==> config.mk <==
export PLATFORM = sky130hd
export DESIGN_NAME = pktarb_flat
export DESIGN_NICKNAME = d
export VERILOG_FILES = /design/src/rtl/pktarb_pkg.sv /design/src/rtl/pktarb_if.sv /design/src/rtl/pktarb_rrpick.sv /design/src/rtl/pktarb.sv /design/src/flat_wrapper.sv
export SDC_FILE = /design/constraint.sdc
export NUM_CORES = 1
export LEC_CHECK = 0
export BUFFER_PORTS_ARGS = -buffer_cell sky130_fd_sc_hd__buf_4
export CAP_MARGIN = 10
export CORE_ASPECT_RATIO = 0.7
export CORE_MARGIN = 10
export CORE_UTILIZATION = 40
export CTS_CLUSTER_SIZE = 12
export DETAILED_ROUTE_END_ITERATION = 12
export PLACE_DENSITY = 0.68
export SYNTH_ARGS = -nofsm -noshare
export SYNTH_HDL_FRONTEND = slang
export SYNTH_SLANG_ARGS = --single-unit
==> constraint.sdc <==
create_clock -name S_AXI_ACLK -period 13.44 [get_ports S_AXI_ACLK]
set_clock_uncertainty 0.1 [all_clocks]
set_input_delay 0 -clock S_AXI_ACLK [delete_from_list [all_inputs] [get_ports S_AXI_ACLK]]
set_output_delay 0 -clock S_AXI_ACLK [all_outputs]
set_load 0.02 [all_outputs]
==> src/rtl/pktarb_pkg.sv <==
// Shared types and default sizing for the packet arbiter slice.
// Holds the FSM encoding and the width defaults used by pktarb and its interface.
// No logic; imported by every other file of the block.
package pktarb_pkg;

    typedef enum logic [1:0] {
        IDLE = 2'd0,
        HOLD = 2'd1,
        GAP  = 2'd2
    } arb_state_t;

    localparam int NUM_SRCS_DEF  = 8;
    localparam int LGSRCS        = $clog2(NUM_SRCS_DEF);
    localparam int LGWEIGHT_DEF  = 4;
    localparam int LGTIMEOUT_DEF = 10;

endpackage

==> src/rtl/pktarb_if.sv <==
// Arbiter-to-datapath bundle: source requests/config in, grant and status out.
// master = arbiter side, slave = source/mux side.
// Pure wiring, no latency or flow control of its own.
interface pktarb_if #(
    parameter int NUM_SRCS = 8,
    parameter int LGWEIGHT = 4
);
    localparam int SRCW = $clog2(NUM_SRCS);

    logic [NUM_SRCS-1:0]          i_request;
    logic [NUM_SRCS-1:0]          i_enable;
    logic [NUM_SRCS*LGWEIGHT-1:0] i_weight;
    logic                         i_beat;
    logic                         i_last;
    logic [NUM_SRCS-1:0]          o_grant;
    logic [SRCW-1:0]              o_grant_index;
    logic                         o_busy;
    logic                         o_timeout;

    modport master (
        input  i_request, i_enable, i_weight, i_beat, i_last,
        output o_grant, o_grant_index, o_busy, o_timeout
    );

    modport slave (
        output i_request, i_enable, i_weight, i_beat, i_last,
        input  o_grant, o_grant_index, o_busy, o_timeout
    );

endinterface

==> src/rtl/pktarb_rrpick.sv <==
// Rotating-priority pick: first set bit of eligible at or after start, wrapping.
// Purely combinational, zero latency.
// No flow control; found=0 when the mask is empty.
module pktarb_rrpick #(
    parameter int NUM_SRCS = 8,
    parameter int SRCW     = $clog2(NUM_SRCS)
) (
    input  logic [NUM_SRCS-1:0] eligible,
    input  logic [SRCW-1:0]     start,
    output logic                found,
    output logic [SRCW-1:0]     index
);

    int              pos;
    logic [SRCW-1:0] pos_idx;

    // Scan from the farthest offset back to start so the nearest hit wins.
    always_comb begin
        found   = 1'b0;
        index   = '0;
        pos     = 0;
        pos_idx = '0;
        for (int i = NUM_SRCS - 1; i >= 0; i--) begin
            pos = int'(start) + i;
            if (pos >= NUM_SRCS) begin
                pos = pos - NUM_SRCS;
            end
            pos_idx = SRCW'(pos);
            if (eligible[pos_idx]) begin
                found = 1'b1;
                index = pos_idx;
            end
        end
    end

endmodule

==> src/rtl/pktarb.sv <==
// Weighted round-robin packet arbiter: grants one source per packet, holds until LAST.
// Latency: request-to-grant 1 cycle; 2 idle cycles between consecutive grants.
// Backpressure: grant held indefinitely while waiting for LAST (watchdog revoke when PKTARB_TIMEOUT_EN).
module pktarb
    import pktarb_pkg::*;
#(
    parameter int NUM_SRCS  = NUM_SRCS_DEF,
    parameter int LGWEIGHT  = LGWEIGHT_DEF,
    parameter int LGTIMEOUT = LGTIMEOUT_DEF
) (
    input  logic     S_AXI_ACLK,
    input  logic     S_AXI_ARESET,
    pktarb_if.master bus
);

    localparam int              SRCW     = $clog2(NUM_SRCS);
    localparam logic [SRCW-1:0] LAST_SRC = SRCW'(NUM_SRCS - 1);

    arb_state_t          state, state_nxt;
    logic [SRCW-1:0]     pointer, pointer_nxt;
    logic                skip_ptr, skip_ptr_nxt;     // pointer source used up its turn
    logic [LGWEIGHT-1:0] credit     [NUM_SRCS];
    logic [LGWEIGHT-1:0] credit_nxt [NUM_SRCS];
    logic [NUM_SRCS-1:0] grant, grant_nxt;
    logic [SRCW-1:0]     grant_idx, grant_idx_nxt;
    logic                busy, busy_nxt;

    logic [NUM_SRCS-1:0] eligible;
    logic [SRCW-1:0]     pick_start, pick_idx;
    logic                pick_found;
    logic [LGWEIGHT-1:0] pick_weight;
    logic                revoke;

    assign eligible    = bus.i_request & bus.i_enable;
    assign pick_start  = !skip_ptr ? pointer : ((pointer == LAST_SRC) ? '0 : pointer + 1'b1);
    assign pick_weight = bus.i_weight[int'(pick_idx) * LGWEIGHT +: LGWEIGHT];

    pktarb_rrpick #(
        .NUM_SRCS (NUM_SRCS),
        .SRCW     (SRCW)
    ) u_pick (
        .eligible (eligible),
        .start    (pick_start),
        .found    (pick_found),
        .index    (pick_idx)
    );

`ifdef PKTARB_TIMEOUT_EN
    localparam logic [LGTIMEOUT-1:0] WD_TRIP = LGTIMEOUT'((1 << LGTIMEOUT) - 2);

    logic [LGTIMEOUT-1:0] watchdog;
    logic                 timeout;

    // Count beat-less HOLD cycles; the step onto all-ones revokes the grant.
    assign revoke = (state == HOLD) && !bus.i_beat && (watchdog == WD_TRIP);

    // Watchdog counter and the one-cycle revoke pulse.
    always_ff @(posedge S_AXI_ACLK or posedge S_AXI_ARESET) begin
        if (S_AXI_ARESET) begin
            watchdog <= '0;
            timeout  <= 1'b0;
        end else begin
            timeout <= revoke;
            if (state != HOLD || bus.i_beat || revoke) begin
                watchdog <= '0;
            end else begin
                watchdog <= watchdog + 1'b1;
            end
        end
    end

    assign bus.o_timeout = timeout;
`else
    assign revoke        = 1'b0;
    assign bus.o_timeout = 1'b0;
`endif

    // Next-state, grant and credit bookkeeping.
    always_comb begin
        state_nxt     = state;
        pointer_nxt   = pointer;
        skip_ptr_nxt  = skip_ptr;
        credit_nxt    = credit;
        grant_nxt     = grant;
        grant_idx_nxt = grant_idx;
        busy_nxt      = busy;
        case (state)
            IDLE: begin
                if (pick_found) begin
                    grant_nxt           = '0;
                    grant_nxt[pick_idx] = 1'b1;
                    grant_idx_nxt       = pick_idx;
                    busy_nxt            = 1'b1;
                    state_nxt           = HOLD;
                    // Any new turn (different source, or same source with no
                    // credit left) moves the pointer and reloads the credit.
                    if (pick_idx != pointer || credit[pointer] == '0) begin
                        pointer_nxt          = pick_idx;
                        skip_ptr_nxt         = 1'b0;
                        credit_nxt[pick_idx] = (pick_weight == '0) ? LGWEIGHT'(1) : pick_weight;
                    end
                end
            end
            HOLD: begin
                if (revoke) begin
                    grant_nxt             = '0;
                    busy_nxt              = 1'b0;
                    credit_nxt[grant_idx] = '0;
                    skip_ptr_nxt          = 1'b1;
                    state_nxt             = GAP;
                end else if (bus.i_beat && bus.i_last) begin
                    grant_nxt = '0;
                    busy_nxt  = 1'b0;
                    state_nxt = GAP;
                    if (credit[grant_idx] != '0) begin
                        credit_nxt[grant_idx] = credit[grant_idx] - 1'b1;
                    end
                    if (credit[grant_idx] <= LGWEIGHT'(1)) begin
                        skip_ptr_nxt = 1'b1;
                    end
                end
            end
            GAP:     state_nxt = IDLE;
            default: state_nxt = IDLE;
        endcase
    end

    // State, pointer, credits and registered grant outputs.
    always_ff @(posedge S_AXI_ACLK or posedge S_AXI_ARESET) begin
        if (S_AXI_ARESET) begin
            state     <= IDLE;
            pointer   <= '0;
            skip_ptr  <= 1'b0;
            grant     <= '0;
            grant_idx <= '0;
            busy      <= 1'b0;
            for (int k = 0; k < NUM_SRCS; k++) begin
                credit[k] <= '0;
            end
        end else begin
            state     <= state_nxt;
            pointer   <= pointer_nxt;
            skip_ptr  <= skip_ptr_nxt;
            grant     <= grant_nxt;
            grant_idx <= grant_idx_nxt;
            busy      <= busy_nxt;
            credit    <= credit_nxt;
        end
    end

    assign bus.o_grant       = grant;
    assign bus.o_grant_index = grant_idx;
    assign bus.o_busy        = busy;

endmodule

==> src/flat_wrapper.sv <==
// flat-port wrapper written by rule: the top's interface ports become plain ports
module pktarb_flat import pktarb_pkg::*;
#(
    parameter int NUM_SRCS  = NUM_SRCS_DEF,
    parameter int LGWEIGHT  = LGWEIGHT_DEF,
    parameter int LGTIMEOUT = LGTIMEOUT_DEF
)
  (S_AXI_ACLK, S_AXI_ARESET, bus_i_request, bus_i_enable, bus_i_weight, bus_i_beat, bus_i_last, bus_o_grant, bus_o_grant_index, bus_o_busy, bus_o_timeout);
  pktarb_if #(.NUM_SRCS(NUM_SRCS), .LGWEIGHT(LGWEIGHT)) bus_i ();
  input  logic S_AXI_ACLK;
  input  logic S_AXI_ARESET;
  input wire logic [$bits(bus_i.i_request)-1:0] bus_i_request;
  input wire logic [$bits(bus_i.i_enable)-1:0] bus_i_enable;
  input wire logic [$bits(bus_i.i_weight)-1:0] bus_i_weight;
  input wire logic [$bits(bus_i.i_beat)-1:0] bus_i_beat;
  input wire logic [$bits(bus_i.i_last)-1:0] bus_i_last;
  output wire logic [$bits(bus_i.o_grant)-1:0] bus_o_grant;
  output wire logic [$bits(bus_i.o_grant_index)-1:0] bus_o_grant_index;
  output wire logic [$bits(bus_i.o_busy)-1:0] bus_o_busy;
  output wire logic [$bits(bus_i.o_timeout)-1:0] bus_o_timeout;
  assign bus_i.i_request = bus_i_request;
  assign bus_i.i_enable = bus_i_enable;
  assign bus_i.i_weight = bus_i_weight;
  assign bus_i.i_beat = bus_i_beat;
  assign bus_i.i_last = bus_i_last;
  assign bus_o_grant = bus_i.o_grant;
  assign bus_o_grant_index = bus_i.o_grant_index;
  assign bus_o_busy = bus_i.o_busy;
  assign bus_o_timeout = bus_i.o_timeout;
  pktarb #(.NUM_SRCS(NUM_SRCS), .LGWEIGHT(LGWEIGHT), .LGTIMEOUT(LGTIMEOUT)) u_core (.S_AXI_ACLK(S_AXI_ACLK), .S_AXI_ARESET(S_AXI_ARESET), .bus(bus_i));
endmodule
==> results.cfg <==
[critical_path]
crit_path_cell_trace = ha_1 > mux2i_4 > inv_4 > ha_1 > xnor2_1 > mux4_2 > a21boi_1 > a2111o_1 > nor2_1 > a211o_1 > mux2i_1 > and4b_1 > a221o_1
cp_num_cells = 13
critical_path.max_fanout = 18
cp_slowest_cell = mux2i_1
r2r_slack_ns = 6.86
start_kind = flip-flop
critPathCapture = u_core.credit[12]
rr_endpoint = u_core.credit[12]
r2r-start = u_core.pointer[1]
required_ns = 13.56
critPathMostFrequentCell = ha_1
worst-path-buf-inv = 1
cpPeakStageDelay_ns = 0.94
cp_top_family = multiplexers
end_kind = flip-flop
crit_type = flip-flop to flip-flop
crit_start = u_core.pointer[1]
arrival_ns = 6.70
reg2reg_depth = 13

[logic_synthesis]
ys_ff_latch = 50
synthMuxAreaShare_pct = 20.4
yosysTopAreaCellShare_pct = 29.0
dominantRegCellSynth = dfrtp_1
synth_edf_count = 0
syn_area_per_cell_sq_um = 9.19
postSynthCellCount = 469
synthSimpleGateAreaFrac_pct = 16.5
synth.distinct_cells = 68
synth_top_area_cell = dfrtp_1
synth_compound_area_share_pct = 24.6
synth_top_family_by_area = compound AO/OA/AOI/OAI gates
syn-num-nets = 527
synth.area.top_cells = dfrtp_1, mux2i_1, a22o_1
synth_xor_area_share_pct = 1.80
ys_seq_area_share_pct = 29.0
netlist_area_sq_mm = 0.00431
synth-adder-area-share_pct = 1.74
synth_async_sr_flop_share_pct = 100
ys.warnings.count = 0

[cells_and_area]
fillers = 959
finish.utilization_pct = 47.7
layout-drive-gt1-share_pct = 22.0
area_growth_pct = 15.5
antennaDiodeCount = 0
num-nets-final = 575
final_cell_area_sq_mm = 0.00498
fin_cells = 650

[timing]
tns_ns = 0
rsz0062_at_grt = false
tightest_slew_ns = 1.10
period_minus_slack_ns = 6.58
hold_viol = 0
timing.final.crit_share_pct = 48.9
setup_violations = 0
slew_violations = 0
fmax_ghz = 0.152
slew_headroom_pct = 26.9

[route]
wl_mm = 14.1
routedWlPerCell_microns = 21.7
first_pass_iters = 7
antenna_left = 0
viasPerCell = 6.56
drc = 0
vias = 4264
dr.first_iter.drc_count = 653

[clocking]
clock_path_buffers = 2
cts-root-buf = clkbuf_16
clkSlewWorstSetupHoldPaths_ns = 0.07
numCtsBuffers = 5
cts_tree = built
clock_latency_ns = 0.29
htree_levels = 2
cts_resized = 0
clock_sinks = 50

[die]
fp-row-count = 31
start_util_pct = 41.3
die_w_microns = 144
die_area_sq_mm = 0.0154
io_pins = 65
chipHeight_microns = 107
core_sq_mm = 0.0104

[placed_design]
post_dp_cell_area_sq_mm = 0.00480
place_congestion = 0.966
io_buffers = 63
dp_cells = 639
place_hpwl_mm = 10.7

[worst_hold_path]
holdCritPathClass = primary input to flip-flop
min_from = bus_i_beat

[grt]
antenna_found_initial = 0
grt_pass1_wl_mm = 22.1
grt_max_degree = 51
track_usage_pct = 17.8
overflow = 0
grt_pass1_vias = 4108

[run_status]
status = finished, final reports clean

[run]
cap_violations = 0
==> cells in the mapped netlist (4+ instances only) <==
library cell,count
a21oi_1,13
a221o_1,9
a221oi_1,5
a22o_1,31
a31oi_1,7
and2_1,6
buf_2,5
buf_4,10
buf_6,4
clkbuf_1,8
dfrtp_1,50
ha_1,6
inv_1,11
mux2_2,17
mux2i_1,49
mux2i_4,4
nand2_1,42
nand2b_1,4
nand3_1,17
nand4_1,5
nor2_1,35
nor2b_1,4
nor3_1,12
o21ai_0,13
o21ai_1,10
o22ai_1,18
o32ai_1,6
xnor2_1,5
==> logic make-up after synthesis <==
group,Yosys count
flops,50
compound gates,141
other cells,1
mux,76
simple gates,145
fa+ha+maj,6
buf+inv,42
xor+xnor,8
==> through the flow <==
step | setup WS [ns] | hold WS (ns)
floorplan | 8.63 | 0.0622
global placement | 7.06 | 0.189
detailed placement | 7.06 | 0.186
CTS | 7.02 | 0.109
global route | 6.68 | 0.173
finish | 6.86 | 0.118
==> cell usage in the layout, fill, tap and decap left out, drive strengths merged, types with 3 or more instances in the layout <==
| master | count |
|---|---|
| nor3b | 4 |
| nor2 | 35 |
| dlygate4sd3 | 3 |
| ha | 6 |
| a211oi | 3 |
| o22ai | 18 |
| nor3 | 13 |
| a221o | 9 |
| dfrtp | 50 |
| a22o | 31 |
| nand3 | 17 |
| o21a | 4 |
| a221oi | 5 |
| and2 | 6 |
| mux2 | 20 |
| mux2i | 53 |
| or3 | 3 |
| o221ai | 4 |
| nand4 | 5 |
| a32oi | 3 |
| inv | 13 |
| clkbuf | 7 |
| nor2b | 4 |
| o32ai | 6 |
| nand2 | 43 |
| a21oi | 13 |
| mux4 | 3 |
| buf | 67 |
| nand2b | 4 |
| a31oi | 7 |
| nor4 | 3 |
| o21ai | 23 |
| a22oi | 3 |
| xnor2 | 6 |
==> layer usage <==
layer / track usage (%) / vias to the layer above / wire (microns)
met2: 23.1 / 282 / 5490
met4: 4.65 / 0 / 234
met3: 5.64 / 32 / 1750
li1: - / 1918 / -
met1: 27.1 / 2032 / 6620
met5: 0 / - / 0
==> timing repair <==
action	in CTS	in global routing
setup endpoints to repair	0	0
hold buffers	3	0
setup buffers	0	0
hold endpoints to repair	51	0
==> area by class of cell <==
class / count / area, sq um / area share, %
Clock buffer: 7 / 143 / 2.87
Tap cell: 132 / 165 / 3.32
Inverter: 13 / 51.3 / 1.03
Clock inverter: 1 / 5.00 / 0.101
Multi-Input combinational cell: 377 / 2830 / 56.8
Sequential cell: 50 / 1250 / 25.1
Timing Repair Buffer: 70 / 533 / 10.7
==> state kept, by name (all words and copies together) (netlist names) <==
name / count
u_core.credit: 32
u_core.bus.o_grant: 8
u_core.bus.o_grant_index: 3
u_core.pointer: 3
u_core.state: 2
u_core.bus.o_busy: 1
u_core.skip_ptr: 1
==> worst min path at each step <==
stage                   endpoint  cells past startpoint  slack, ns
2_1_floorplan    u_core.state[0]                      3       0.06
3_3_place_gp     u_core.state[0]                      4       0.19
3_5_place_dp     u_core.state[0]                      4       0.19
4_1_cts          u_core.state[1]                      3       0.11
5_1_grt        u_core.bus.o_busy                      4       0.17
6_report       u_core.bus.o_busy                      4       0.12
==> worst reg2reg max path, delay by kind of cell (launching register included) <==
family                     cells  cell delay (ns)
DFF                            1             0.58
and+or+nand+nor                2             0.91
adders and majority gates      2             0.71
buffers and inverters          1             0.16
muxes                          3             1.98
AOI/OAI and AO/OA              4             1.45
xor gates and xnor gates       1             0.61
Power is not shown: default switching activity piles up to over one toggle a cycle in this logic, so the estimate is an artifact.
